==> src/rtl/mem_arbiter.sv <==
// -----------------------------------------------------------------------------
// mem_arbiter
//
// Two-port arbiter in front of a single SPI memory controller. A read-only
// fetch port and a read/write data port each raise a level request; the
// arbiter grants one of them, forwards the owner's request fields to the
// memory side, waits for the controller to finish, returns the read value
// and a done flag, then waits for the owner to drop its request before
// returning to IDLE.
//
// Ports
//   clk, rst_n        : clock (rising edge), asynchronous active-low reset
//   f_req/f_addr/f_num_bytes, f_done
//                     : fetch port (read only)
//   d_req/d_addr/d_num_bytes/d_is_write/d_wdata, d_done
//                     : data port
//   rdata             : registered read value of the last completed transfer
//   mem_start/mem_addr/mem_num_bytes/mem_is_write/mem_wdata
//                     : request towards the SPI memory controller
//   mem_done/mem_rdata: controller's request_done / fetched_value
//   busy              : high whenever the arbiter is not in IDLE
//
// Configuration
//   MEM_ARBITER_RR_EN : when defined, simultaneous requests are granted
//                       round-robin (the port that did not own the previous
//                       transfer wins). When undefined, the data port always
//                       wins a simultaneous request.
// -----------------------------------------------------------------------------
module mem_arbiter (
  input  logic        clk,
  input  logic        rst_n,
  // fetch port
  input  logic        f_req,
  input  logic [24:0] f_addr,
  input  logic [2:0]  f_num_bytes,
  output logic        f_done,
  // data port
  input  logic        d_req,
  input  logic [24:0] d_addr,
  input  logic [2:0]  d_num_bytes,
  input  logic        d_is_write,
  input  logic [31:0] d_wdata,
  output logic        d_done,
  // shared read value
  output logic [31:0] rdata,
  // memory side
  output logic        mem_start,
  output logic [24:0] mem_addr,
  output logic [2:0]  mem_num_bytes,
  output logic        mem_is_write,
  output logic [31:0] mem_wdata,
  input  logic        mem_done,
  input  logic [31:0] mem_rdata,
  // status
  output logic        busy
);

  typedef enum logic [1:0] {
    IDLE    = 2'd0,
    BUSY    = 2'd1,
    RELEASE = 2'd2
  } state_t;

  localparam logic OWN_F = 1'b0;
  localparam logic OWN_D = 1'b1;

  state_t      state_q, state_d;
  logic        owner_q, owner_d;
  logic        mem_start_q, mem_start_d;
  logic        f_done_q, f_done_d;
  logic        d_done_q, d_done_d;
  logic [31:0] rdata_q, rdata_d;
  logic        grant_data;
  logic        owner_req;

`ifdef MEM_ARBITER_RR_EN
  // Owner of the most recent grant; reset to data so fetch wins the first tie.
  logic        last_q, last_d;
`endif

  // Arbitration decision, only consumed while in IDLE.
  always_comb begin
`ifdef MEM_ARBITER_RR_EN
    if (f_req && d_req) begin
      grant_data = (last_q == OWN_F);
    end else begin
      grant_data = d_req;
    end
`else
    grant_data = d_req;
`endif
  end

  assign owner_req = (owner_q == OWN_D) ? d_req : f_req;

  always_comb begin
    state_d     = state_q;
    owner_d     = owner_q;
    mem_start_d = mem_start_q;
    f_done_d    = f_done_q;
    d_done_d    = d_done_q;
    rdata_d     = rdata_q;
`ifdef MEM_ARBITER_RR_EN
    last_d      = last_q;
`endif
    case (state_q)
      IDLE: begin
        if (f_req || d_req) begin
          owner_d     = grant_data ? OWN_D : OWN_F;
          mem_start_d = 1'b1;
          state_d     = BUSY;
`ifdef MEM_ARBITER_RR_EN
          last_d      = grant_data ? OWN_D : OWN_F;
`endif
        end
      end
      BUSY: begin
        // The transfer completes even if the owner has already dropped req.
        if (mem_done) begin
          rdata_d     = mem_rdata;
          mem_start_d = 1'b0;
          state_d     = RELEASE;
          if (owner_q == OWN_D) begin
            d_done_d = 1'b1;
          end else begin
            f_done_d = 1'b1;
          end
        end
      end
      RELEASE: begin
        // Waiting for mem_done to fall as well keeps a stretched done pulse
        // from the controller from being mistaken for a new completion.
        if (!owner_req && !mem_done) begin
          f_done_d = 1'b0;
          d_done_d = 1'b0;
          state_d  = IDLE;
        end
      end
      default: begin
        state_d     = IDLE;
        mem_start_d = 1'b0;
        f_done_d    = 1'b0;
        d_done_d    = 1'b0;
      end
    endcase
  end

  always_ff @(posedge clk or negedge rst_n) begin
    if (!rst_n) begin
      state_q     <= IDLE;
      owner_q     <= OWN_F;
      mem_start_q <= 1'b0;
      f_done_q    <= 1'b0;
      d_done_q    <= 1'b0;
      rdata_q     <= 32'd0;
`ifdef MEM_ARBITER_RR_EN
      last_q      <= OWN_D;
`endif
    end else begin
      state_q     <= state_d;
      owner_q     <= owner_d;
      mem_start_q <= mem_start_d;
      f_done_q    <= f_done_d;
      d_done_q    <= d_done_d;
      rdata_q     <= rdata_d;
`ifdef MEM_ARBITER_RR_EN
      last_q      <= last_d;
`endif
    end
  end

  // Memory-side request fields follow the owner's live inputs; zero in IDLE.
  always_comb begin
    mem_addr      = 25'd0;
    mem_num_bytes = 3'd0;
    mem_is_write  = 1'b0;
    mem_wdata     = 32'd0;
    if (state_q != IDLE) begin
      if (owner_q == OWN_D) begin
        mem_addr      = d_addr;
        mem_num_bytes = d_num_bytes;
        mem_is_write  = d_is_write;
        mem_wdata     = d_wdata;
      end else begin
        mem_addr      = f_addr;
        mem_num_bytes = f_num_bytes;
      end
    end
  end

  assign mem_start = mem_start_q;
  assign f_done    = f_done_q;
  assign d_done    = d_done_q;
  assign rdata     = rdata_q;
  assign busy      = (state_q != IDLE);

endmodule

==> config.mk <==
export PLATFORM = sky130hd
export DESIGN_NAME = mem_arbiter
export DESIGN_NICKNAME = d
export VERILOG_FILES = /design/src/rtl/mem_arbiter.sv
export SDC_FILE = /design/constraint.sdc
export NUM_CORES = 1
export LEC_CHECK = 0
export ABC_AREA = 1
export CAP_MARGIN = 20
export CORE_AREA = 2 2 90 92
export DETAILED_ROUTE_END_ITERATION = 12
export DIE_AREA = 0 0 92 94
export PLACE_DENSITY = 0.79
export SYNTH_ARGS = -nofsm -noshare
export SYNTH_HDL_FRONTEND = slang
export SYNTH_SLANG_ARGS = --single-unit
==> constraint.sdc <==
create_clock -name clk -period 1.4 [get_ports clk]
set_input_delay 0.28 -clock clk [delete_from_list [all_inputs] [get_ports clk]]
set_output_delay 0.28 -clock clk [all_outputs]
set_load 0.01 [all_outputs]
---- Yosys cells after proc, flatten, opt, wreduce, memory -nomap -nowiden ----
Index checks and enable logic that the tools add are counted.
storage, ports and cells
  bits in registers ....................... 38
  output and inout bits ................... 97
  word-level logic and storage cells ...... 51
operators by class
  bitwise gates (word level) .............. 2
  equal/unequal tests ..................... 7
  multiplexer cells ....................... 24
  reduce and logical (&&, ||, !) cells .... 12
operators by type and width
  cell                  number
  $mux W32              2
  $mux W25              2
  $mux W1               11
  $ne A2 B2 Y1 const B  5
  $pmux W1 S3           3
  $reduce_and A4 Y1     2
  $mux W2               3
  $mux W3               2
  $pmux W2 S3           1
  $reduce_and A3 Y1     2
  $reduce_and A2 Y1     2
  $eq A2 B1 Y1 const B  1
  $eq A2 B2 Y1 const B  1
  $logic_not A1 Y1      2
  $logic_not A2 Y1      1
  $not A1 Y1            2
  $reduce_bool A2 Y1    1
  $logic_and A1 B1 Y1   1
  $logic_or A1 B1 Y1    1

---- Logic depth before layout (Yosys ltp) ----
Gate-level depths: netlist (run 1).
  depth in word-level cells ............... 5
  mapped depth ............................ 7

---- Least setup slack after synthesis (run 1) ----
No wires, ideal clock.
  kind .................................... register -> output
  start ................................... register owner_q
  end ..................................... output mem_addr[20]
  data required time ...................... 1120 ps
  path buffers ............................ 2
  stages on the path, launching flop included .. 5
  arrival ................................. 1033 ps
  setup slack ............................. 87 ps
  cells stage by stage .................... dfrtp_1 -> buf_4 -> clkbuf_1 -> nand2_1 -> a21oi_1
between the ends
  word-level cells in the longest chain between the ends .. 2
RTL lines
  what                    RTL line  text
  from (decl)             68        logic owner_q, owner_d;
  from (signal assigned)  161       owner_q <= owner_d;
  $mux W25                179       if (owner_q == OWN_D) begin
  $mux W25                178       if (state_q != IDLE) begin
  to (decl)               48        output logic [24:0] mem_addr,
Every way passes these cells.

---- Worst setup path after layout (run 1) ----
  start ................................... register state_q[1]
  end ..................................... output mem_wdata[24]
between the ends
  word-level cells in the longest chain between the ends .. 2
RTL lines
  what                    RTL line  text
  from (decl)             67        state_t state_q, state_d;
  from (signal assigned)  160       state_q <= state_d;
  $reduce_bool A2 Y1      178
  $mux W32                178
  to (decl)               51        output logic [31:0] mem_wdata,
Every way passes these cells.

==> impl_results.md, run 1 <==
* Area of the mapped netlist at between 0.002 and 0.0025 sq mm
* Met2 usage at 0.3879
* Total power at 9479 uW
* Post-synthesis area per instance at 6.540 sq um
* Total grt overflow at 0
* Fraction of layout instances using a drive strength above 1 at 0.2864
* Syn_nets at 470
* Initial core utilization at 0.2957
* ANT nets after route at 0
* Most Used Layer, Global Route: met2
* Initial DRC Count at between 100 and 150
* TritonCTS clock tree: done
* Overall Global Routing Usage at 0.2043
* Power density over the cells at ~1900 mW/mm^2
* Drt pass-1 iters at 6
* Diodes inserted at 0
* Final min period at 1.645 ns
* Die Ht at approximately 94 um
* Routed len/inst at 14.30 um
* Placed instance count at 661
* First-pass GRT wire length at between 10 and 15 mm
* Synth Instances at about 340
* Die width at between 90 and 100 um
* Residual DRC at 0
* CTS clk-pin slew, worst paths at roughly 0.080 ns
* Setup Crit Path Kind: register to primary output
* M3 GR Usage at 0.04334
* Hold Violations, Final at 0
* Min-Delay Path Class: input port to asynchronous set/reset pin
* Layout area overhead at 119.4%
* Area of the multi-input gates at between 0.001 and 0.0015 sq mm
* Via/cell ratio at 4.606
* Endpoint class of the critical path: primary output
* Placement Cell Area at roughly 0.0047 sq mm
* Die area at 0.008648 sq mm
* Setup ws final at -0.2448 ns
* Register bit count reported by yosys at 38
* Hold_ws at ~0.46 ns
* Finished Cell Area at 0.004935 sq mm
* Vias in the first global route at 3,193
* Total wire length at between 9 and 10 mm
* Slew @ Worst Pin at around 0.44 ns
* Final setup vio count at approximately 60
* Synthesis Warnings at 0
* Slew Viols, Final at 0
* Worst Skew at between 0.007 and 0.008 ns
* Max-Cap Viols at 0
* Seq/Total Area, Yosys at 0.4227
* Fillers at 685
* Non-filler cells in the finished layout at 685
* Max Buffers Root-to-Sink at 2
* Nets at around 700
* Largest net degree at the start of global routing at 33
* Run status: finished, violations left
* Via Count at 3,155
* Type of origin of the critical path: register
* Dpl ws at -0.4694 ns
* Initial antenna violation count at 0
* PortBufs at approximately 220
* Slew Limit Headroom at 0.7098
* Standby leakage power at approximately 0.0025 uW
* RSZ-0062 raised after global routing: yes
* CP arrival at roughly 1.4 ns
* H-tree levels at 2
* Peak supply drop at between 0.9 and 1 mV
* Root Driver: clkbuf_8
* Clock latency on the worst-skew pair at 0.28 ns
* CTS sink cnt at 38
* Worst EP required at approximately 1.1 ns
* Post-route clock period utilization at 1.175
* CP Max Fanout at 17
* Synth cell types at 16
* FMAX at 608.0 MHz
* Cts bufs inserted at 5
* GPL Wtd Cong at 0.7605
* FP Rows at 32
* Seq. cell area at approximately 950 sq um
* M1 GR Usage at 0.2354
* Core footprint at around 0.0076 sq mm
* IO Pins at 223
* DPL Wire Length at slightly above 7 mm
* Failing checks: negative setup slack
-- critical path, stage by stage (launching register included) --
cell     delay (ns)
dfrtp_1        0.38
inv_2          0.06
nand2_4        0.09
inv_8          0.05
buf_12         0.15
buf_6          0.12
nor2_2         0.09
buf_2          0.14
-- layer usage --
metal,wire length [um],part of all wire
met1,3729,0.38
met2,5271,0.54
met3,651,0.066
met4,145,0.015
met5,0,0
-- path summary, 6_finish.rpt --
path | end | depth (start not counted) | startpoint | slack [ns]
max in group asynchronous | owner_q$_DFFE_PN0P_ | 3 | rst_n | 0.47
min in group clk | rdata[2]$_DFFE_PN0P_ | 2 | rdata[2]$_DFFE_PN0P_ | 0.47
worst max register to register | f_done$_DFFE_PN0P_ | 9 | owner_q$_DFFE_PN0P_ | 0.04
worst min-delay path | rdata[16]$_DFFE_PN0P_ | 2 | rst_n | 0.46
worst min register to register | rdata[2]$_DFFE_PN0P_ | 2 | rdata[2]$_DFFE_PN0P_ | 0.47
worst max-delay path | mem_wdata[24] | 7 | state_q[1]$_DFFE_PN0P_ | -0.24
-- placed cells by master, fill, tap and decap left out, types with 2 or more instances in the layout --
master           netlist  final
nand2_1              164    140
clkdlybuf4s50_1        0    124
buf_2                  8     61
dfrtp_1               38     37
dlygate4sd2_1          0     35
nand3_1               35     34
nor2_1                36     27
a21oi_2                0     20
nand2_2                2     17
buf_4                  4     14
nand2_4                0      9
a21oi_1               29      9
nor2_2                 0      8
buf_12                 0      8
clkbuf_8               0      6
buf_6                  3      6
o21ai_0                4      4
clkbuf_16              0      4
inv_1                  4      3
inv_2                  3      2
nor2_4                 1      2
nand4_1                2      2
buf_16                 0      2
buf_8                  0      2
-- flip-flops by register name, indices dropped and copies added (netlist names) --
register	flops
d_done	1
mem_start	1
state_q	2
owner_q	1
rdata	32
f_done	1
-- Yosys cell counts (all sizes together) --
| cell | count | area share |
|---|---|---|
| clkbuf | 8 | 0.013 |
| inv | 7 | 0.012 |
| buf | 18 | 0.051 |
| nand2 | 166 | 0.28 |
| o21ai | 4 | 0.0089 |
| nand3 | 35 | 0.078 |
| nor2 | 37 | 0.065 |
| a21oi | 29 | 0.065 |
| dfrtp | 38 | 0.42 |
| nand4 | 2 | 0.0056 |
-- kinds of logic (layout without fill, tap and decap cells) --
family,count (synthesis),count (layout),synth area share
AOI/OAI and AO/OA,33,33,0.07342
buffers and inverters,33,272,0.07619
DFF,38,38,0.4227
and+or+nand+nor,240,240,0.4277
-- power breakdown --
| part | switching (uW) | internal [uW] | total (uW) |
|---|---|---|---|
| clock | 384 | 396 | 780 |
| combinational | 3580 | 3230 | 6810 |
| sequential | 275 | 1610 | 1890 |
-- metrics by stage --
stage          TNS, ns  utilization
6_report        -12.06       0.6487
5_1_grt         -15.99       0.6487
4_1_cts         -13.17       0.6082
3_5_place_dp    -22.91       0.6153
3_3_place_gp    -21.78       0.6153
2_1_floorplan        0            -
-- layout make-up --
cell class / instances / share of cell area
clock inverter: 2 / 0.002535
tap: 102 / 0.02586
clock buffer: 6 / 0.01673
timing repair buffer: 257 / 0.4825
inverter: 7 / 0.007860
multi-input combinational: 273 / 0.2716
sequential: 38 / 0.1930
-- repair_timing --
item | CTS | global route
cloned | 3 | 5
gates resized for setup | 288 | 81
setup buffers | 4 | 5
setup endpoints to repair | 97 | 62
endpoints found under the hold margin | 17 | 0
pin swaps | 1 | 24
hold buffers | 1 | 0
No activity file was read; power rests on OpenSTA's default activity.
==> run 2, diff against run 1 <==
Settings changed: CTS_CLUSTER_SIZE from default to 12.
==> results of run 2 <==
Same layout as run 1: the final DEF is identical, and so are final timing and power.
